===== config.mk =====
export PLATFORM = sky130hd
export DESIGN_NAME = estufa_controle
export DESIGN_NICKNAME = d
export VERILOG_FILES = /design/src/rtl/estufa_controle.sv
export SDC_FILE = /design/constraint.sdc
export NUM_CORES = 1
export LEC_CHECK = 0
export ABC_AREA = 1
export CELL_PAD_IN_SITES_DETAIL_PLACEMENT = 1
export CELL_PAD_IN_SITES_GLOBAL_PLACEMENT = 2
export CORE_ASPECT_RATIO = 0.75
export CORE_MARGIN = 3
export CORE_UTILIZATION = 27
export CTS_CLUSTER_DIAMETER = 200
export DETAILED_ROUTE_END_ITERATION = 10
export PLACE_DENSITY = 0.89
export SYNTH_ARGS = -nofsm -noshare
export SYNTH_HDL_FRONTEND = slang
export SYNTH_SLANG_ARGS = --single-unit
export TNS_END_PERCENT = 5

===== constraint.sdc =====
create_clock -name clk_2 -period 4.1 [get_ports clk_2]
set_input_delay 1.025 -clock clk_2 [delete_from_list [all_inputs] [get_ports clk_2]]
set_output_delay 1.025 -clock clk_2 [all_outputs]
set_load 0.03 [all_outputs]

===== src/rtl/estufa_controle.sv =====
// Greenhouse climate controller.
// Turns the two temperature threshold bits into heater/cooler commands.
// A started heater or cooler run is held for a minimum on-time.
// A debounced sensor inconsistency latches a fault, and the fault stays
// latched until it is acknowledged.
module estufa_controle #(
    parameter int MIN_ON       = 4,
    parameter int FAULT_CYCLES = 2
) (
    input  logic       clk_2,
    input  logic       reset,
    input  logic       t1,
    input  logic       t2,
    input  logic       ack,
    output logic       aquecedor,
    output logic       resfriador,
    output logic       falha,
    output logic [1:0] estado
);

    localparam int TW = (MIN_ON > 1) ? $clog2(MIN_ON) : 1;
    localparam int IW = (FAULT_CYCLES > 1) ? $clog2(FAULT_CYCLES) : 1;
    localparam logic [TW-1:0] TEMPO_MAX  = TW'(MIN_ON - 1);
    localparam logic [IW-1:0] INCONS_MAX = IW'(FAULT_CYCLES - 1);

    typedef enum logic [1:0] {
        DESLIGADO  = 2'b00,
        AQUECENDO  = 2'b01,
        RESFRIANDO = 2'b10,
        FALHA      = 2'b11
    } state_t;

    state_t        state;
    state_t        next_state;
    logic [TW-1:0] tempo;
    logic [IW-1:0] incons;

    logic frio;
    logic ok;
    logic quente;
    logic inc;
    logic trip;
    logic dwell_met;

    // Classify the current sensor sample.
    // "Hot but not warm" (t1=0, t2=1) is physically impossible.
    assign frio   = ~t1 & ~t2;
    assign ok     =  t1 & ~t2;
    assign quente =  t1 &  t2;
    assign inc    = ~t1 &  t2;

    assign trip      = inc && (incons == INCONS_MAX);
    assign dwell_met = (tempo == TEMPO_MAX);
    assign estado    = state;

    // Next-state decision.
    // A fault trip wins over everything else, including the dwell rule.
    always_comb begin
        next_state = state;
        if (trip && state != FALHA) begin
            next_state = FALHA;
        end else begin
            case (state)
                DESLIGADO: begin
                    if (frio)
                        next_state = AQUECENDO;
                    else if (quente)
                        next_state = RESFRIANDO;
                end
                AQUECENDO: begin
                    if (dwell_met && (ok || quente))
                        next_state = DESLIGADO;
                end
                RESFRIANDO: begin
                    if (dwell_met && (ok || frio))
                        next_state = DESLIGADO;
                end
                FALHA: begin
                    if (ack && !inc)
                        next_state = DESLIGADO;
                end
                default: next_state = DESLIGADO;
            endcase
        end
    end

    // State register with registered Moore outputs and the dwell and inconsistency counters.
    always_ff @(posedge clk_2) begin
        if (reset) begin
            state      <= DESLIGADO;
            aquecedor  <= 1'b0;
            resfriador <= 1'b0;
            falha      <= 1'b0;
            tempo      <= '0;
            incons     <= '0;
        end else begin
            state      <= next_state;
            aquecedor  <= (next_state == AQUECENDO);
            resfriador <= (next_state == RESFRIANDO);
            falha      <= (next_state == FALHA);

            if (next_state != state)
                tempo <= '0;
            else if ((state == AQUECENDO || state == RESFRIANDO) && !dwell_met)
                tempo <= tempo + 1'b1;

            if (state == FALHA || !inc)
                incons <= '0;
            else if (incons != INCONS_MAX)
                incons <= incons + 1'b1;
        end
    end

endmodule


==> results.yml, run 1 <==
timing:
  timing.final.crit_share_pct: 59.08
  max_freq_mhz: 412.8
  slew_headroom_pct: 79.40
  finalSetupTns_ns: 0
  setup_viol: 0
  slew_violations: 0
  rsz0062_at_grt: "false"
  period_minus_slack_ns: 2.422
  final_hold_viol_count: 0
  tightest_slew_ns: 0.3080
  fin_skew_ns: 0.002023
critical_path:
  path_cells: "clkdlybuf4s50_1"
  critPathKind: "register to output port"
  cp_num_cells: 1
  r2r-start: "estado[0]"
  crit_path_top_delay_cell: "clkdlybuf4s50_1"
  rr_worst_depth: 10
  cp.required_ns: 3.07
  r2r_setup_slack_ns: 2.61
  cp.arrival_ns: 1.40
  cp_num_buf_inv: 1
  start_kind: "register"
  critical_path.max_fanout: 6
  cp_top_family: "buffers and inverters"
  crit_path_end_kind: "output port"
  timing.rr.end: "tempo[0]"
  critical_path.max_stage_delay_ns: 0.71
synthesis:
  syn_nets: 80
  synthDistinctLibCells: 15
  avgSynthCellArea_um2: 6.756
  synth_seq_area_share_pct: 33.86
  syn_area_um2: 473.0
  syn_inst: 70
  yosys_warnings: 0
  yosys_register_bits: 8
clock_tree:
  cts_setup_buffers: 0
  clock_latency_ns: 0.25
  postCtsHoldBufs: 0
  cts.path.max_buffers: 2
  root_buffer: "clkbuf_4"
  clk_pin_slew_worst_paths_ns: 0.05
  numClockSinks: 8
  cts_tree: "done"
  cts_buffers: 3
  ctsHtreeMaxLevel: 1
  post_cts_resized: 0
final_layout:
  seq_area_um2: 160.2
  drive_gt1_share_pct: 10.98
  layout_common_cells: "nand2_1 (23), inv_1 (13), clkdlybuf4s50_1 (9)"
  fillers: 204
  final_util_pct: 39.18
  mostFrequentLayoutCell: "nand2_1"
  multi_input_area_um2: 260.3
  syn_to_final_growth_pct: 29.37
  layout.nets: 94
  antenna_cells: 0
floorplanning:
  die_w_um: 54.33
  die_area_um2: 2295
  initial_core_util_pct: 30.29
  io_pins: 10
  rows: 12
  coreArea_um2: 1562
  die_h_um: 42.25
power_and_ir_drop:
  internal_power_w: 0.0001363
  netSwitchingPower_w: 0.00005778
  p_seq_share_pct: 44.5
  pwr-share-comb_pct: 25.7
  switching_share_pct: 29.78
  clkPwrFrac_pct: 29.8
  leakagePower_nw: 0.3171
  irDropWorstVdd_mv: 0.2100
  power_density_nw_per_um2: 317.2
placed_design:
  io_buffer_count: 9
  gp_congestion: 0.7008
  dpl.hpwl_um: 850.9
routing:
  dr.first_iter.drc_count: 1
  wl_mm: 1.007
  ant_nets: 0
  dr.pass1.iters: 3
  routed_via_density: 4.252
  vias: 438
  wl_per_cell_um: 9.777
  drc: 0
global_routing:
  grt_antenna_before_repair: 0
  grt-ovfl-total: 0
  grt_pass1_vias: 447
  grt_max_degree: 7
  grt_first_pass_wirelength_mm: 1.842
  grt.total_usage_pct: 11.02
job:
  drv_cap: 0
min_path:
  worstHoldStart: "tempo[0]"
  hold_path_end: "tempo[0]"
  hold_path.class: "register to register"
  min_path_cells: 2
status:
  status: "complete, no violations"
-- state kept, by name, indices dropped and copies added, names as in the netlist --
register    count
tempo           2
falha           1
aquecedor       1
resfriador      1
incons          1
estado          2
-- power groups by stage --
stage               Combinational, W  Clock (W)  Sequential, W
finish                     0.0000498  0.0000578      0.0000864
global route               0.0000567  0.0000654      0.0000872
CTS                        0.0000508  0.0000614      0.0000864
detailed placement         0.0000504          0      0.0000880
global placement           0.0000495          0      0.0000879
floorplan                  0.0000273          0      0.0000933
-- final cells by class --
class,count,share of cell area (%)
inverter,14,8.589
clock buffer,3,3.681
sequential,8,26.18
timing repair buffer,9,14.72
multi-input combinational,48,42.54
tap,21,4.294
-- metrics by stage --
stage	area [µm²]	cells	worst slack, ns	total power, W	hold WS (ns)
4_1_cts	611.8	103	1.659	0.0001986	0.5538
2_1_floorplan	473.0	70	2.403	0.0001206	0.5006
3_3_place_gp	589.3	100	1.730	0.0001375	0.5211
3_5_place_dp	589.3	100	1.702	0.0001384	0.5389
5_1_grt	611.8	103	1.602	0.0002093	0.5952
6_report	611.8	103	1.678	0.0001941	0.5478
-- worst max-delay path by stage --
stage / startpoint / end / slack (ns)
6_report: estado[1] / estado[1] / 1.68
5_1_grt: estado[1] / estado[1] / 1.60
4_1_cts: estado[1] / estado[1] / 1.66
3_5_place_dp: t1 / tempo[0] / 1.70
3_3_place_gp: t1 / tempo[0] / 1.73
2_1_floorplan: t1 / tempo[0] / 2.40
-- synth_stat cells, drive strengths merged --
master	count	area share, %
nand2	25	21
inv	14	11
dfxtp	8	34
nor2	8	6.9
ha	5	13
nand3	4	5.3
a21oi	2	2.1
mux2	1	2.4
nand4	1	1.3
nor3	1	1.1
xor2	1	1.9
-- per-layer routing --
metal / vias to the layer above / part of all wire (%) / GRT usage, %
met2: 10 / 42 / 15.04
met3: 5 / 4.1 / 2.491
met5: - / 0 / 0
li1: 235 / - / -
met1: 188 / 51 / 14.93
met4: 0 / 3.2 / 7.463
-- logic make-up (layout without fill, tap and decap cells) --
group / count (synthesis) / count (layout) / synth area share, %
multiplexers: 1 / 1 / 2.381
XOR/XNOR: 1 / 1 / 1.852
AND/OR/NAND/NOR: 39 / 39 / 35.45
AO/OA/AOI/OAI: 2 / 2 / 2.116
flip-flops: 8 / 8 / 33.86
buffers and inverters: 14 / 26 / 11.11
adder cells (fa/ha/maj): 5 / 5 / 13.23
No activity file was read; power rests on OpenSTA's default activity.
==> inputs of run 2 (changes only) <==
--- a/config.mk
+++ b/config.mk
@@ -10,10 +10,10 @@
 export CELL_PAD_IN_SITES_GLOBAL_PLACEMENT = 2
 export CORE_ASPECT_RATIO = 0.75
 export CORE_MARGIN = 3
-export CORE_UTILIZATION = 27
+export CORE_UTILIZATION = 22
 export CTS_CLUSTER_DIAMETER = 200
 export DETAILED_ROUTE_END_ITERATION = 10
-export PLACE_DENSITY = 0.89
+export PLACE_DENSITY = 0.8
 export SYNTH_ARGS = -nofsm -noshare
 export SYNTH_HDL_FRONTEND = slang
 export SYNTH_SLANG_ARGS = --single-unit
==> constraint.sdc (replaced) <==
create_clock -name clk_2 -period 2 [get_ports clk_2]
set_input_delay 0.5 -clock clk_2 [delete_from_list [all_inputs] [get_ports clk_2]]
set_output_delay 0.5 -clock clk_2 [all_outputs]
set_load 0.03 [all_outputs]
==> results.yml, run 2 (synthesis gave the netlist of run 1 again) <==
critical_path:
  critPathKind: "register to output port"
  cp.required_ns: 1.50
  critPathLaunch: "estado[0]"
  cp_num_buf_inv: 1
  timing.rr.end: "tempo[0]"
  critical_path.max_stage_delay_ns: 0.71
  critical_path.max_fanout: 5
  crit_end: "estado[0]"
  start_kind: "register"
  cp_num_cells: 1
  cp.arrival_ns: 1.38
  path_cells: "clkdlybuf4s50_1"
  rr_worst_depth: 11
  r2r_setup_slack_ns: 0.46
  crit_path_top_delay_cell: "clkdlybuf4s50_1"
  cp_top_family: "buffers and inverters"
  crit_path_end_kind: "output port"
  r2r-start: "estado[1]"
global_routing:
  grt_antenna_before_repair: 0
  grt_first_pass_wirelength_mm: 1.883
  grt-ovfl-total: 0
  grt_max_degree: 6
  grt_pass1_vias: 439
  grt.total_usage_pct: 9.471
timing:
  tightest_slew_ns: 0.3168
  setup_viol: 0
  finalSetupTns_ns: 0
  rsz0062_at_grt: "false"
  slew_violations: 0
  max_freq_mhz: 532.0
  final_hold_viol_count: 0
  timing.final.crit_share_pct: 93.99
  slew_headroom_pct: 78.81
  fin_skew_ns: 0.001473
  period_minus_slack_ns: 1.880
final_layout:
  drive_gt1_share_pct: 12.05
  antenna_cells: 0
  fillers: 233
  syn_to_final_growth_pct: 31.22
  layout_common_cells: "nand2_1 (23), inv_1 (13), clkdlybuf4s50_1 (9)"
  mostFrequentLayoutCell: "nand2_1"
  final_util_pct: 33.18
  layout.nets: 95
  seq_area_um2: 160.2
  stdcell_area_um2: 620.6
  fin_cells: 105
  multi_input_area_um2: 260.3
clock_tree:
  cts_buffers: 3
  root_buffer: "clkbuf_4"
  postCtsHoldBufs: 0
  cts_setup_buffers: 0
  ctsHtreeMaxLevel: 1
  clock_latency_ns: 0.24
  clk_pin_slew_worst_paths_ns: 0.05
  post_cts_resized: 0
  numClockSinks: 8
  cts_tree: "done"
  cts.path.max_buffers: 2
placed_design:
  gp_congestion: 0.7077
  dpl.hpwl_um: 907.1
  io_buffer_count: 9
  placed_cell_area_um2: 598.1
  dp_cells: 102
floorplanning:
  io_pins: 10
  initial_core_util_pct: 25.28
  die_h_um: 46.16
  coreArea_um2: 1871
  die_w_um: 59.54
  die_area_um2: 2748
  rows: 13
routing:
  drc: 0
  dr.pass1.iters: 2
  wl_mm: 1.062
  dr.first_iter.drc_count: 1
  ant_nets: 0
  routed_via_density: 4.181
  vias: 439
  wl_per_cell_um: 10.11
min_path:
  hold_path.class: "register to register"
status:
  status: "complete, no violations"
power_and_ir_drop:
  irDropWorstVdd_mv: 0.2440
  leakagePower_nw: 0.3224
  power_density_nw_per_um2: 645.4
job:
  drv_cap: 0
-- run 2: cell types whose count changed in the layout (fill, tap and decap cells not counted), sizes merged --
cell | previous run | this run
buf | 0 | 1
-- run 2: how the worst min path moves through the flow --
stage | cells after the start | to | start
2_1_floorplan | 2 | tempo[0] | tempo[0]
3_3_place_gp | 2 | tempo[0] | tempo[0]
3_5_place_dp | 2 | tempo[0] | tempo[0]
4_1_cts | 2 | tempo[0] | tempo[0]
5_1_grt | 2 | tempo[0] | tempo[0]
6_report | 2 | tempo[0] | tempo[0]
-- run 2: power by group --
part	total [W]	internal (W)	switching (W)	leakage, nW
registers	0.000176	0.000169	0.00000654	0.0652
logic	0.000106	0.0000432	0.0000632	0.243
clock network	0.000118	0.0000683	0.0000499	0.0138
-- run 2: final cells by class --
cell class / count / share of cell area [%]
clock buffer: 3 / 3.629
inverter: 14 / 8.468
multi-input combinational: 48 / 41.94
sequential: 8 / 25.81
tap: 22 / 4.435
timing repair buffer: 10 / 15.73
-- run 2: metal layers --
metal	vias to the layer above	global-route usage (%)	part of all wire, %
met3	2	3.641	7.1
met5	-	0	0
met1	190	12.97	52
li1	239	-	-
met2	8	12.42	40
met4	0	5.310	0.56
-- run 2: per-stage QoR --
stage          setup slack, ns  hold slack, ns  total power, W
2_1_floorplan           0.3912          0.5006       0.0002473
3_3_place_gp            0.1368          0.5270       0.0002845
3_5_place_dp            0.1055          0.5633       0.0002871
4_1_cts                0.09302          0.5780       0.0004114
5_1_grt                0.06556          0.6011       0.0004329
6_report                0.1201          0.5624       0.0004005
